`src/rtl/decode_queue_pkg.sv`:
```
// Shared ISA encodings and the decoded-instruction bundle for the front-end decode queue.
package decode_queue_pkg;

    localparam int WORD_W = 32;
    localparam int MREG_W = 4;
    localparam int SREG_W = 5;

    // Matrix register fields of a GEMM word, given as lsb positions of MREG_W-wide fields
    localparam int GEMM_MRD_LSB  = 28;
    localparam int GEMM_MRS1_LSB = 24;
    localparam int GEMM_MRS2_LSB = 20;
    localparam int GEMM_MRS3_LSB = 16;

    typedef enum logic [6:0] {
        OP_LW    = 7'b0000011,
        OP_LD_M  = 7'b0001011,
        OP_ITYPE = 7'b0010011,
        OP_SW    = 7'b0100011,
        OP_ST_M  = 7'b0101011,
        OP_RTYPE = 7'b0110011,
        OP_GEMM  = 7'b1011011,
        OP_BTYPE = 7'b1100011,
        OP_JALR  = 7'b1100111,
        OP_JAL   = 7'b1101111,
        OP_HALT  = 7'b1111011
    } opcode_t;

    localparam logic [2:0] F3_WORD = 3'd2;

    typedef enum logic [3:0] {
        ALU_ADD, ALU_SUB, ALU_SLL, ALU_SLT, ALU_SLTU,
        ALU_XOR, ALU_SRL, ALU_SRA, ALU_OR, ALU_AND
    } alu_op_t;

    typedef enum logic [2:0] {
        BT_NONE, BT_BEQ, BT_BNE, BT_BLT, BT_BGE, BT_BLTU, BT_BGEU
    } branch_op_t;

    typedef enum logic [1:0] {FU_S_T, FU_M_T, FU_G_T} fu_t_t;
    typedef enum logic [1:0] {FU_NONE, FU_S_ALU, FU_S_LD_ST, FU_S_BRANCH} fu_s_t;
    typedef enum logic [1:0] {FU_M_NONE, FU_M_LD_ST, FU_M_GEMM} fu_m_t;
    typedef enum logic [1:0] {MEM_NONE, LOAD, STORE} s_mem_t;
    typedef enum logic [1:0] {M_NONE, M_LOAD, M_STORE} m_mem_t;

    typedef struct packed {
        logic [WORD_W-1:0] pc;
        alu_op_t           alu_op;
        branch_op_t        branch_op;
        logic [WORD_W-1:0] imm;
        logic [SREG_W-1:0] stride;
        logic [SREG_W-1:0] rd;
        logic [SREG_W-1:0] rs1;
        logic [SREG_W-1:0] rs2;
        logic [MREG_W-1:0] mrd;
        logic [MREG_W-1:0] mrs1;
        logic [MREG_W-1:0] mrs2;
        logic [MREG_W-1:0] mrs3;
        fu_t_t             fu_t;
        fu_s_t             fu_s;
        fu_m_t             fu_m;
        s_mem_t            s_mem_type;
        m_mem_t            m_mem_type;
        logic              s_reg_write;
        logic              m_reg_write;
        logic              i_flag;
        logic              jal;
        logic              jalr;
        logic              halt;
        logic              illegal;
    } decode_t;

endpackage

```
`src/rtl/decode_queue_instr_decoder.sv`:
```
// Combinational decode of one raw instruction word into a decode_t bundle.
module instr_decoder
    import decode_queue_pkg::*;
(
    input  logic [WORD_W-1:0] instr,
    input  logic [WORD_W-1:0] pc,
    output decode_t           dec
);

    function automatic logic [WORD_W-1:0] sext(input logic [WORD_W-1:0] v, input int unsigned bits);
        logic signed [WORD_W-1:0] t;
        t = signed'(v << (WORD_W - bits));
        return t >>> (WORD_W - bits);
    endfunction

    function automatic alu_op_t alu_from_f3(input logic [2:0] f3, input logic alt);
        alu_op_t op;
        op = ALU_ADD;
        case (f3)
            3'd0: op = alt ? ALU_SUB : ALU_ADD;
            3'd1: op = ALU_SLL;
            3'd2: op = ALU_SLT;
            3'd3: op = ALU_SLTU;
            3'd4: op = ALU_XOR;
            3'd5: op = alt ? ALU_SRA : ALU_SRL;
            3'd6: op = ALU_OR;
            default: op = ALU_AND;
        endcase
        return op;
    endfunction

    logic [2:0] f3;
    logic       f7_alt;
    logic       scalar;
    logic       bad;

    assign f3     = instr[14:12];
    assign f7_alt = (instr[31:25] == 7'h20);

    always_comb begin
        dec        = '0;
        dec.pc     = pc;
        dec.fu_t   = FU_S_T;
        dec.fu_s   = FU_NONE;
        scalar     = 1'b0;
        bad        = 1'b0;
        case (instr[6:0])
            OP_RTYPE: begin
                scalar = 1'b1;
                dec.alu_op = alu_from_f3(f3, f7_alt);
                dec.s_reg_write = 1'b1;
                dec.fu_s = FU_S_ALU;
            end
            OP_ITYPE: begin
                // Only the shift-right form has an alternate encoding with an immediate operand
                scalar = 1'b1;
                dec.alu_op = alu_from_f3(f3, f7_alt && (f3 == 3'd5));
                dec.s_reg_write = 1'b1;
                dec.fu_s = FU_S_ALU;
                dec.i_flag = 1'b1;
                dec.imm = sext(WORD_W'(instr[31:20]), 12);
            end
            OP_LW: begin
                bad = (f3 != F3_WORD);
                scalar = 1'b1;
                dec.s_mem_type = LOAD;
                dec.fu_s = FU_S_LD_ST;
                dec.s_reg_write = 1'b1;
                dec.i_flag = 1'b1;
                dec.imm = sext(WORD_W'(instr[31:20]), 12);
            end
            OP_SW: begin
                bad = (f3 != F3_WORD);
                scalar = 1'b1;
                dec.s_mem_type = STORE;
                dec.fu_s = FU_S_LD_ST;
                dec.i_flag = 1'b1;
                dec.imm = sext(WORD_W'({instr[31:25], instr[11:7]}), 12);
            end
            OP_BTYPE: begin
                scalar = 1'b1;
                dec.fu_s = FU_S_BRANCH;
                dec.imm = sext(WORD_W'({instr[31], instr[7], instr[30:25], instr[11:8], 1'b0}), 13);
                case (f3)
                    3'd0: dec.branch_op = BT_BEQ;
                    3'd1: dec.branch_op = BT_BNE;
                    3'd4: dec.branch_op = BT_BLT;
                    3'd5: dec.branch_op = BT_BGE;
                    3'd6: dec.branch_op = BT_BLTU;
                    3'd7: dec.branch_op = BT_BGEU;
                    default: bad = 1'b1;
                endcase
            end
            OP_JAL: begin
                scalar = 1'b1;
                dec.imm = sext(WORD_W'({instr[31], instr[19:12], instr[20], instr[30:21], 1'b0}), 21);
                dec.jal = 1'b1;
                dec.s_reg_write = 1'b1;
                dec.alu_op = ALU_ADD;
                dec.i_flag = 1'b1;
                dec.fu_s = FU_S_ALU;
            end
            OP_JALR: begin
                scalar = 1'b1;
                dec.imm = sext(WORD_W'(instr[31:20]), 12);
                dec.jalr = 1'b1;
                dec.s_reg_write = 1'b1;
                dec.alu_op = ALU_ADD;
                dec.i_flag = 1'b1;
                dec.fu_s = FU_S_ALU;
            end
            OP_LD_M, OP_ST_M: begin
                dec.imm = sext(WORD_W'(instr[17:7]), 11);
                dec.stride = instr[22:18];
                dec.mrd = instr[31:28];
                dec.fu_m = FU_M_LD_ST;
                dec.fu_t = FU_M_T;
                dec.m_mem_type = (instr[6:0] == OP_LD_M) ? M_LOAD : M_STORE;
                dec.m_reg_write = (instr[6:0] == OP_LD_M);
            end
            OP_GEMM: begin
                dec.mrd  = instr[GEMM_MRD_LSB  +: MREG_W];
                dec.mrs1 = instr[GEMM_MRS1_LSB +: MREG_W];
                dec.mrs2 = instr[GEMM_MRS2_LSB +: MREG_W];
                dec.mrs3 = instr[GEMM_MRS3_LSB +: MREG_W];
                dec.fu_m = FU_M_GEMM;
                dec.m_reg_write = 1'b1;
                dec.fu_t = FU_G_T;
            end
            OP_HALT: dec.halt = 1'b1;
            default: bad = 1'b1;
        endcase
        if (scalar) begin
            dec.rd  = instr[11:7];
            dec.rs1 = instr[19:15];
            dec.rs2 = instr[24:20];
        end
        // Illegal words still travel to dispatch, but stripped of every side effect
        if (bad) begin
            dec         = '0;
            dec.pc      = pc;
            dec.illegal = 1'b1;
        end
    end

endmodule

```
`src/rtl/decode_queue.sv`:
```
// Buffered decode stage: FIFO of fetched instructions with flush, halt fencing and head decode.
module decode_queue
    import decode_queue_pkg::*;
#(
    parameter int DEPTH = 4
) (
    input  logic                       CLK,
    input  logic                       RST,
    input  logic                       fetch_valid,
    output logic                       fetch_ready,
    input  logic [WORD_W-1:0]          fetch_instr,
    input  logic [WORD_W-1:0]          fetch_pc,
    output logic                       dec_valid,
    input  logic                       dec_ready,
    output decode_t                    dec_out,
    input  logic                       flush,
    output logic                       halted,
    output logic [$clog2(DEPTH+1)-1:0] count
);

    localparam int PTR_W = $clog2(DEPTH);
    localparam int CNT_W = $clog2(DEPTH+1);

    logic [WORD_W-1:0] q_instr_p0 [DEPTH];
    logic [WORD_W-1:0] q_pc_p0    [DEPTH];
    logic [PTR_W-1:0]  wptr;
    logic [PTR_W-1:0]  rptr;
    logic [CNT_W-1:0]  cnt;
    logic              halt_in_q;
    logic              full;
    logic              push;
    logic              pop;
    decode_t           head_dec;

    assign full        = (cnt == CNT_W'(DEPTH));
    assign fetch_ready = !full && !halt_in_q && !halted;
    assign dec_valid   = (cnt != '0);
    assign push        = fetch_valid && fetch_ready;
    assign pop         = dec_valid && dec_ready;
    assign count       = cnt;

    // Stage p0: queued raw words, decoded straight off the head slot
    instr_decoder u_dec (
        .instr (q_instr_p0[rptr]),
        .pc    (q_pc_p0[rptr]),
        .dec   (head_dec)
    );

    assign dec_out = dec_valid ? head_dec : '0;

    always_ff @(posedge CLK) begin
        if (push && !flush) begin
            q_instr_p0[wptr] <= fetch_instr;
            q_pc_p0[wptr]    <= fetch_pc;
        end
    end

    always_ff @(posedge CLK) begin
        if (RST) begin
            wptr      <= '0;
            rptr      <= '0;
            cnt       <= '0;
            halt_in_q <= 1'b0;
            halted    <= 1'b0;
        end else if (flush) begin
            wptr      <= '0;
            rptr      <= '0;
            cnt       <= '0;
            halt_in_q <= 1'b0;
        end else begin
            if (push) begin
                wptr <= wptr + PTR_W'(1);
                if (fetch_instr[6:0] == OP_HALT)
                    halt_in_q <= 1'b1;
            end
            if (pop) begin
                rptr <= rptr + PTR_W'(1);
                if (head_dec.halt)
                    halted <= 1'b1;
            end
            case ({push, pop})
                2'b10:   cnt <= cnt + CNT_W'(1);
                2'b01:   cnt <= cnt - CNT_W'(1);
                default: cnt <= cnt;
            endcase
        end
    end

endmodule

```
`config.mk`:
```
export PLATFORM = sky130hd
export DESIGN_NAME = decode_queue
export DESIGN_NICKNAME = d
export VERILOG_FILES = /design/src/rtl/decode_queue_pkg.sv /design/src/rtl/decode_queue_instr_decoder.sv /design/src/rtl/decode_queue.sv
export SDC_FILE = /design/constraint.sdc
export NUM_CORES = 1
export LEC_CHECK = 0
export BUFFER_PORTS_ARGS = -buffer_cell sky130_fd_sc_hd__buf_2
export CAP_MARGIN = 30
export CORE_ASPECT_RATIO = 2
export CORE_UTILIZATION = 56
export CTS_CLUSTER_SIZE = 28
export DETAILED_ROUTE_END_ITERATION = 12
export PLACE_DENSITY = 0.78
export SYNTH_ARGS = -nofsm -noshare
export SYNTH_HDL_FRONTEND = slang
export SYNTH_SLANG_ARGS = --single-unit
```
`constraint.sdc`:
```
create_clock -name CLK -period 7.3 [get_ports CLK]
set_input_delay 0 -clock CLK [delete_from_list [all_inputs] [get_ports CLK]]
set_output_delay 0 -clock CLK [all_outputs]
set_load 0.01 [all_outputs]
```
* Word-level counts from Yosys, hierarchy flattened
Memory sizes are Yosys's and may differ from the RTL's. A register that Yosys moved wholly into a read port is not among the register bits.
Index checks and enable logic that the tools add are counted.
** Cells by class
- Add/sub/neg operators :: 4
- Eq/ne operators :: 24
- Multiplexer cells :: 37
- Bitwise logic cells :: 1
- Reductions and logical operators :: 26
** Operator list (count)
- $pmux 32 s5 :: 1
- $mux 124 :: 1
- $mux 92 :: 1
- $pmux 4 s7 :: 2
- $eq 7x7->1 const B :: 6
- $eq 7x6->1 const B :: 4
- $pmux 3 s6 :: 1
- $eq 3x3->1 const B :: 5
- $mux 15 :: 1
- $mux 1 :: 13
- $mux 12 :: 1
- $mux 2 :: 6
- $reduce_or 5->1 :: 2
- $pmux 2 s2 :: 2
- $pmux 4 s2 :: 1
- $reduce_or 8->1 :: 1
- $eq 7x2->1 const B :: 1
- $eq 7x4->1 const B :: 1
- $eq 7x5->1 const B :: 1
- $reduce_or 7->1 :: 1
- $eq 3x2->1 const B :: 2
- $logic_and 1x1->1 :: 6
- $pmux 2 s3 :: 1
- $pmux 3 s2 :: 1
- 23 further kinds :: 30
** Word-level totals
- Bits in registers :: 9
- Memory bits (writable) :: 256
- Input port bits :: 69
- Logic and storage cells :: 99
- Memories kept :: 2
** Memories
- q_instr_p0 :: words 4, width 32, read ports 1, clocked after memory_dff 1, write ports 1, line decode_queue.sv:24 : logic [WORD_W-1:0] q_instr_p0 [DEPTH];
- q_pc_p0 :: words 4, width 32, read ports 1, clocked after memory_dff 1, write ports 1, line decode_queue.sv:25 : logic [WORD_W-1:0] q_pc_p0 [DEPTH];

* Depth between registers and ports, before layout
Gate-level depths: netlist of the first run.
- Depth after elaboration :: 8
- Gate-level depth with buffers :: 11
- Mapped depth without buffers :: 10

* By module
From an unflattened synthesis of the first run, not the netlist that was laid out.
** Second synthesis, totals
- Cells, all modules :: 786
- Area, all modules :: 12418.2 µm²
** By module, submodules not included
- decode_queue :: instances 1, cells an instance 534, area an instance 10572.6 µm²
- instr_decoder :: instances 1, cells an instance 252, area an instance 1845.5 µm²

* Least setup slack after synthesis of the first run
Ideal clock, no wire load.
- Kind :: register to register
- Start point :: register cnt[0] (netlist: count[0])
- End point :: memory q_instr_p0[1][0], enable pin
- Setup time :: 0.578 ns
- Arrival time :: 6.131 ns
- Data required time :: 6.722 ns
- Path slack :: 0.591 ns
- Cell stages (with the launch flop) :: 5
- Buffers on the path :: 0
- Clock period less this slack :: 6.709 ns
- Cells stage by stage :: dfxtp_1 -> inv_1 -> a311oi_1 -> nand2_1 -> nor3b_1
** Between the ends
- Cells in the longest elaborated chain, start to end :: 8
** Ends and longest elaborated chain
- from (decl) :: line decode_queue.sv:28 : logic [CNT_W-1:0] cnt;
- from (signal assigned) :: line decode_queue.sv:82 : 2'b10: cnt <= cnt + CNT_W'(1);
- from (signal assigned) :: line decode_queue.sv:83 : 2'b01: cnt <= cnt - CNT_W'(1);
- from (signal assigned) :: line decode_queue.sv:84 : default: cnt <= cnt;
- $eq 3x3->1 :: line decode_queue.sv:35 : assign full = (cnt == CNT_W'(DEPTH));
- $logic_not 1->1 :: line decode_queue.sv:36 : assign fetch_ready = !full && !halt_in_q && !halted;
- $logic_and 1x1->1 (2 in a row) :: line decode_queue.sv:36
- named net fetch_ready :: line decode_queue.sv:10 : output logic fetch_ready,
- $logic_and 1x1->1 :: line decode_queue.sv:38 : assign push = fetch_valid && fetch_ready;
- $logic_and 1x1->1 :: line decode_queue.sv:52 : if (push && !flush) begin
- $mux 1 :: line decode_queue.sv:52
- $mux 1 (implied by the code) :: line decode_queue.sv:53 : q_instr_p0[wptr] <= fetch_instr;
- to (decl) :: line decode_queue.sv:24
The timed path passes the listed nets, and every way through them passes these cells.

==> results of run 1 <==
## through the flow
stage | cells | worst slack, ps | area (µm²) | hold WS, ps
2_1_floorplan | 667 | 591 | 11400 | 72.4
6_report | 1202 | 2720 | 14100 | 225
5_1_grt | 1202 | 2190 | 14100 | 223
3_5_place_dp | 1089 | 3180 | 12600 | 186
4_1_cts | 1201 | 2600 | 14100 | 200
3_3_place_gp | 1085 | 3250 | 12600 | 169
## synth_stat cells (3+ instances only)
cell type | instances | area (µm²)
sky130_fd_sc_hd__nor4_1 | 7 | 43.8
sky130_fd_sc_hd__a22oi_1 | 5 | 37.5
sky130_fd_sc_hd__inv_1 | 9 | 33.8
sky130_fd_sc_hd__nor3b_1 | 4 | 30.0
sky130_fd_sc_hd__nand3_1 | 18 | 90.1
sky130_fd_sc_hd__nand2b_1 | 9 | 56.3
sky130_fd_sc_hd__buf_4 | 15 | 113
sky130_fd_sc_hd__a21oi_1 | 28 | 140
sky130_fd_sc_hd__nor2b_1 | 3 | 18.8
sky130_fd_sc_hd__clkbuf_1 | 20 | 75.1
sky130_fd_sc_hd__xor2_1 | 5 | 43.8
sky130_fd_sc_hd__dfxtp_1 | 11 | 220
sky130_fd_sc_hd__and2_1 | 64 | 400
sky130_fd_sc_hd__edfxtp_1 | 256 | 7690
sky130_fd_sc_hd__o21ai_0 | 12 | 60.1
sky130_fd_sc_hd__nand2_1 | 25 | 93.8
sky130_fd_sc_hd__nor3_2 | 9 | 90.1
sky130_fd_sc_hd__ha_1 | 5 | 62.6
sky130_fd_sc_hd__nor4b_1 | 4 | 35.0
sky130_fd_sc_hd__buf_1 | 7 | 26.3
sky130_fd_sc_hd__mux4_2 | 64 | 1440
sky130_fd_sc_hd__nor3_1 | 9 | 45.0
sky130_fd_sc_hd__buf_2 | 8 | 40.0
sky130_fd_sc_hd__nor2_1 | 24 | 90.1
## cell type report
cell class	count	area (µm²)	share of cell area [%]
Clock inverter	15	138	0.978
Multi-Input combinational cell	339	3230	22.9
Timing Repair Buffer	283	1850	13.2
Inverter	9	33.8	0.240
Clock buffer	27	591	4.19
Tap cell	262	328	2.33
Sequential cell	267	7910	56.2
## critical path: stages, from the launching register on
cell	delay, ps
sky130_fd_sc_hd__dfxtp_4	700
sky130_fd_sc_hd__buf_4	700
sky130_fd_sc_hd__mux4_2	840
sky130_fd_sc_hd__nor2b_1	280
sky130_fd_sc_hd__o32ai_1	380
sky130_fd_sc_hd__o21ai_1	120
sky130_fd_sc_hd__buf_4	230
sky130_fd_sc_hd__a21oi_1	530
sky130_fd_sc_hd__buf_2	250
## kinds of logic (layout without fill, tap and decap cells)
logic type | count (synthesis) | after routing | synth area share [%]
buf+inv | 61 | 334 | 2.72
simple gates | 198 | 198 | 10.5
flops | 267 | 267 | 69.3
mux | 65 | 65 | 12.7
fa+ha+maj | 6 | 6 | 0.723
xor+xnor | 7 | 7 | 0.537
compound gates | 63 | 63 | 3.54
## sequential cells by signal, summed over array words and instances (netlist names), named ones only
register / cells
q_pc_p0: 128
rptr: 2
q_instr_p0: 128
count: 3
wptr: 2
halt_in_q: 1
halted: 1
## cells in the final DEF (no fill, tap or decap), types with 2 or more instances in the layout
master / n
sky130_fd_sc_hd__buf_16: 2
sky130_fd_sc_hd__nand2b_1: 9
sky130_fd_sc_hd__and2_1: 64
sky130_fd_sc_hd__xnor2_1: 2
sky130_fd_sc_hd__nor2b_1: 3
sky130_fd_sc_hd__dfxtp_1: 9
sky130_fd_sc_hd__xor2_1: 5
sky130_fd_sc_hd__a21oi_1: 28
sky130_fd_sc_hd__edfxtp_1: 256
sky130_fd_sc_hd__buf_2: 198
sky130_fd_sc_hd__ha_1: 5
sky130_fd_sc_hd__nor3b_2: 6
sky130_fd_sc_hd__a311oi_1: 2
sky130_fd_sc_hd__nor3_2: 9
sky130_fd_sc_hd__nor4b_1: 4
sky130_fd_sc_hd__nor4_1: 6
sky130_fd_sc_hd__nand3b_1: 2
sky130_fd_sc_hd__dlygate4sd3_1: 70
sky130_fd_sc_hd__o21ai_0: 12
sky130_fd_sc_hd__nor4_2: 2
sky130_fd_sc_hd__nor3_1: 9
sky130_fd_sc_hd__clkinvlp_4: 3
sky130_fd_sc_hd__a211oi_1: 2
sky130_fd_sc_hd__clkbuf_16: 23
sky130_fd_sc_hd__nor2_1: 24
sky130_fd_sc_hd__clkinv_2: 6
sky130_fd_sc_hd__inv_1: 9
sky130_fd_sc_hd__clkinv_1: 2
sky130_fd_sc_hd__mux4_2: 64
sky130_fd_sc_hd__nand3_1: 18
sky130_fd_sc_hd__and4b_1: 2
sky130_fd_sc_hd__bufinv_16: 2
sky130_fd_sc_hd__o21ai_1: 2
sky130_fd_sc_hd__clkbuf_1: 4
sky130_fd_sc_hd__buf_4: 12
sky130_fd_sc_hd__nand2_1: 25
sky130_fd_sc_hd__nand4_1: 2
sky130_fd_sc_hd__a22oi_1: 5
## power by group
group	internal (µW)	switching, µW	total, µW
combinational	99.2	125	224
sequential	1700	9.74	1710
clock	655	527	1180
total	2460	661	3120
## per-layer routing
layer	vias up	track usage (%)	part of all wire (%)
li1	3116	-	-
met1	3520	28.2	35
met2	317	47.7	56
met3	58	2.91	4.8
met4	0	12.3	4.0
met5	-	0	0
## path summary, 6_finish.rpt
| path | to | slack (ps) | start |
|---|---|---|---|
| worst max-delay path | dec_out[77] | 2720 | flop |
| worst max register to register | halted | 3610 | flop |
| worst min-delay path | q_pc_p0[1][12] | 220 | fetch_pc[12] |
| worst min register to register | wptr[1] | 510 | wptr[1] |
==> results.cfg, run 1 <==
[synthesis]
yosys_warnings = 0
post_synth.cell_area_avg_um2 = 17.1
synth-async-reset-ratio_pct = 0
synth_cell_type_count = 61
yosysSeqAreaShare_pct = 69.3
dominantRegCellSynth = sky130_fd_sc_hd__edfxtp_1
ys_seq_elements = 267
syn_nets = 742
syn-cell-area_um2 = 11400
synth_edf_count = 256
syn-instance-count = 667

[worst_hold_path]
hold_class = input pin to flop
timing.hold.worst_path_depth = 2

[clocking]
max_h_tree_level = 1
clock_sinks = 267
tritoncts = done
post_cts_hold_buffer_count = 70
post-cts-setup-buffer-count = 0
worst_setup_hold_path_clk_slew_ps = 70
clock_latency_ps = 530
clock_path_buffers = 3
number_of_clock_buffers_inserted_by_tritoncts = 23
cts_root_buf = sky130_fd_sc_hd__clkbuf_16
ctsResizeCount = 0

[pwr]
power_density_nw_per_um2 = 222
power_uw = 3120
p_leak_uw = 0.00497
max-vdd-ir-drop_mv = 0.217

[floorplan]
ios = 199
row_count = 73
die_h_um = 204
start_util_pct = 57.3
core_area_um2 = 19900
die_area_um2 = 21000
die_width_um = 103

[layout]
synthesis_to_layout_area_growth_pct = 23.3
layout_cell_share_with_drive_strength_beyond_1_pct = 36.3
antenna_cells_inserted = 0
final_core_util_pct = 70.7
filler_cells_inserted = 1319
final_nets = 998

[drt]
drt_pass1_iterations = 5
drt-total-wl_mm = 26.1
vias = 7011
vias_per_cell = 5.83
post_drt_wl_per_cell_um = 21.7
detail-route-antenna-nets = 0
drt_first_iter_violations = 465
drcViolationCount = 0

[placement]
routabilityCongestion = 0.919
port_buffers = 198
post-dp-hpwl_mm = 16.5

[grt]
grt.total_usage_pct = 25.6
grt.overflow.total = 0
grt_first_pass_wirelength_mm = 39.4
pin_count_of_the_biggest_net_entering_global_routing = 65
first_global_vias = 7279
antenna_found_initial = 0

[worst_setup_path]
worst-setup-path-type = flop to output port
crit_path_end_kind = output port
worst-path-max-fanout = 37
worst_ep_required_time_ps = 7300
worstSetupStartpointType = flop
logic_depth_of_the_worst_register_to_register_path = 7
arrival_ps = 4580

[timing]
layout_worst_path_cycle_share_pct = 62.7
setup_repair_after_global_routing_missed_its_margin = false
timing.fmax_ghz = 0.218
worst_pin_slew_ps = 991
fin_tns_setup_ps = 0
total_of_endpoints_with_negative_setup_slack_in_the_final_report = 0
final_hold_viol_count = 0
time_the_final_worst_path_needs_with_i_o_delays_and_setup_ps = 4580
finClkSkew_ps = 20.5
final_max_slew_viol_count = 0
timing.slew.headroom_pct = 33.9

[run_status]
outcome = finished, final reports clean

[flow_run]
max_cap_viol_count = 0
No activity file was read; power rests on OpenSTA's default activity.
==> inputs of run 2 (changes only) <==
--- a/config.mk
+++ b/config.mk
@@ -5,13 +5,14 @@
 export SDC_FILE = /design/constraint.sdc
 export NUM_CORES = 1
 export LEC_CHECK = 0
+export ABC_AREA = 1
 export BUFFER_PORTS_ARGS = -buffer_cell sky130_fd_sc_hd__buf_2
 export CAP_MARGIN = 30
 export CORE_ASPECT_RATIO = 2
-export CORE_UTILIZATION = 56
+export CORE_UTILIZATION = 57
 export CTS_CLUSTER_SIZE = 28
 export DETAILED_ROUTE_END_ITERATION = 12
-export PLACE_DENSITY = 0.78
+export PLACE_DENSITY = 0.79
 export SYNTH_ARGS = -nofsm -noshare
 export SYNTH_HDL_FRONTEND = slang
 export SYNTH_SLANG_ARGS = --single-unit
==> constraint.sdc (replaced) <==
create_clock -name CLK -period 4.7 [get_ports CLK]
set_input_delay 0 -clock CLK [delete_from_list [all_inputs] [get_ports CLK]]
set_output_delay 0 -clock CLK [all_outputs]
set_load 0.01 [all_outputs]
==> run 2 against run 1 <==
Sequential cell count did not move. Count of clock-buffer cells in the layout fell by 1. Routed wire length rose by 11%. Critical path type unchanged. Critical endpoint is now dec_out[78].
==> results.cfg, run 2 <==
[synthesis]
synth_edf_count = 256
synth_largest_type_area_fraction_pct = 63.9
synth_area_leaders = sky130_fd_sc_hd__edfxtp_1 (64%), sky130_fd_sc_hd__nor2_1 (7.5%), sky130_fd_sc_hd__nand2_1 (6.6%), sky130_fd_sc_hd__o21ai_0 (3.3%), sky130_fd_sc_hd__nand3_1 (2.3%)
largest_area_contributor_in_the_netlist = sky130_fd_sc_hd__edfxtp_1
syn-instance-count = 1149
yosysSeqAreaShare_pct = 65.7
post_synth.cell_area_avg_um2 = 10.5
syn_nets = 1224
yosys_warnings = 0
dominantRegCellSynth = sky130_fd_sc_hd__edfxtp_1
synth_cell_type_count = 38
yosys-top-cells-count = sky130_fd_sc_hd__edfxtp_1 (256), sky130_fd_sc_hd__nor2_1 (242), sky130_fd_sc_hd__nand2_1 (213)
synth-async-reset-ratio_pct = 0
ys_seq_elements = 267
syn-cell-area_um2 = 12000
synth_most_common_cell = sky130_fd_sc_hd__edfxtp_1

[timing]
worst_pin_slew_ps = 980
layout_worst_path_cycle_share_pct = 87.1
whs_ps = 238
fin_tns_setup_ps = 0
total_of_endpoints_with_negative_setup_slack_in_the_final_report = 0
timing.fmax_ghz = 0.244
finClkSkew_ps = 8.67
timing.slew.headroom_pct = 34.6
final_max_slew_viol_count = 0
setup_repair_after_global_routing_missed_its_margin = false
timing.final.ws_setup_ps = 606
final_hold_viol_count = 0
time_the_final_worst_path_needs_with_i_o_delays_and_setup_ps = 4090

[worst_setup_path]
worst_ep_required_time_ps = 4700
worst-path-max-fanout = 77
crit_path_end_kind = output port
arrival_ps = 4090
worstSetupStartpointType = flop
worst-setup-path-type = flop to output port

[clocking]
post-cts-setup-buffer-count = 0
clock_latency_ps = 500
tritoncts = done
clock_sinks = 267
max_h_tree_level = 1
number_of_clock_buffers_inserted_by_tritoncts = 22
cts_root_buf = sky130_fd_sc_hd__clkbuf_16
clock_path_buffers = 3
worst_setup_hold_path_clk_slew_ps = 70

[pwr]
power_uw = 4860
max-vdd-ir-drop_mv = 0.341
power_density_nw_per_um2 = 334
p_leak_uw = 0.00585

[drt]
drcViolationCount = 0
vias = 9101
detail-route-antenna-nets = 0
vias_per_cell = 5.47
drt-total-wl_mm = 28.9
post_drt_wl_per_cell_um = 17.4
drt_pass1_iterations = 5
drt_first_iter_violations = 553

[placement]
post-dp-hpwl_mm = 17.7
postPlaceCellArea_um2 = 13100
port_buffers = 198
dpl_worst_slack_ps = 942
routabilityCongestion = 0.972

[flow_run]
max_cap_viol_count = 0

[floorplan]
die_h_um = 207
ios = 199
row_count = 74
die_width_um = 105
core_area_um2 = 20600
start_util_pct = 58.5
die_area_um2 = 21700

[grt]
pin_count_of_the_biggest_net_entering_global_routing = 107
grt.overflow.total = 0
grt.total_usage_pct = 26.7
antenna_found_initial = 1
grt_first_pass_wirelength_mm = 45.3
first_global_vias = 8911

[layout]
layout_cell_share_with_drive_strength_beyond_1_pct = 22.3
synthesis_to_layout_area_growth_pct = 20.8
final_cell_area_um2 = 14500
final_nets = 1456
final_common_cell = sky130_fd_sc_hd__edfxtp_1
final_cell_mix = sky130_fd_sc_hd__edfxtp_1 (256), sky130_fd_sc_hd__nor2_1 (238), sky130_fd_sc_hd__nand2_1 (213)

[worst_hold_path]
hold_class = input pin to flop

[run_status]
outcome = finished, final reports clean
run 2: changes by cell type after synthesis, sizes merged, moves of 9 or more:
cell / previous run / this run
buf: 32 / 53
a21oi: 28 / 41
nand4: 2 / 14
nand2: 25 / 224
nor4: 9 / 0
nand2b: 9 / 0
or2: 2 / 30
o21ai: 14 / 80
mux4: 64 / 0
and2: 65 / 4
inv: 9 / 63
nand3: 18 / 56
nor2: 25 / 247
run 2: final cells by class:
| type | instances | area, µm² |
|---|---|---|
| fillers | 1510 | 6020 |
| repair buffers | 278 | 1820 |
| multi-input cells | 749 | 3530 |
| flip-flops and latches | 267 | 7910 |
| well taps | 266 | 333 |
| clock inverters | 13 | 119 |
| inverters | 63 | 238 |
| diodes | 1 | 2.50 |
| clock buffers | 26 | 587 |
run 2: repair_timing:
item	CTS	global route
hold buffers	70	0
endpoints found under the hold margin	267	0
setup endpoints to repair	0	12
resized for setup	0	1
run 2: worst paths after layout:
path	startpoint	to	slack (ps)	cells after the start
worst max-delay path	flop	dec_out[78]	610	12
worst min register to register	wptr[0]	wptr[0]	510	2
worst min-delay path	fetch_pc[24]	q_pc_p0[0][24]	240	2
worst max register to register	count[0]	q_instr_p0[0][7]	1800	7
run 2: cell families (layout without fill, tap and decap cells):
group / after synthesis / count (layout) / share of synthesized area [%]
buffers and inverters: 133 / 380 / 5.28
flip-flops: 267 / 267 / 65.7
adder cells (fa/ha/maj): 6 / 6 / 0.686
AND/OR/NAND/NOR: 600 / 600 / 21.8
other: 0 / 1 / 0
AO/OA/AOI/OAI: 143 / 143 / 6.57
run 2: metrics by stage:
stage	utilization (%)	instances
after floorplan	-	1149
after global placement	63.7	1552
after detailed placement	63.7	1552
after CTS	70.5	1661
after global routing	70.7	1663
final	70.7	1663
run 2: metal layers:
metal  global-route usage (%)  vias up  wire length, µm
met1                     27.3     4274             9980
met2                     50.4      377            15700
li1                         -     4358                -
met5                        0        -                0
met3                     3.86       92             1680
met4                     15.8        0             1520
run 2: report_power, final:
group | internal, µW | switching (µW) | leakage (µW)
registers | 2650 | 13.4 | 0.00242
clock network | 1000 | 780 | 0.000343
logic | 143 | 266 | 0.00309
run 2: critical path: stages, from the launching register on:
cell and delay, ps:
sky130_fd_sc_hd__dfxtp_4 500, sky130_fd_sc_hd__clkinv_2 560, sky130_fd_sc_hd__buf_6 490, sky130_fd_sc_hd__nand2_1 110
sky130_fd_sc_hd__nand3_1 60, sky130_fd_sc_hd__nand2_1 270, sky130_fd_sc_hd__nor2_1 110, sky130_fd_sc_hd__nand2_1 90
sky130_fd_sc_hd__nand2_2 90, sky130_fd_sc_hd__nor2_4 440, sky130_fd_sc_hd__nand2_1 100, sky130_fd_sc_hd__nor2_1 470
sky130_fd_sc_hd__buf_2 240
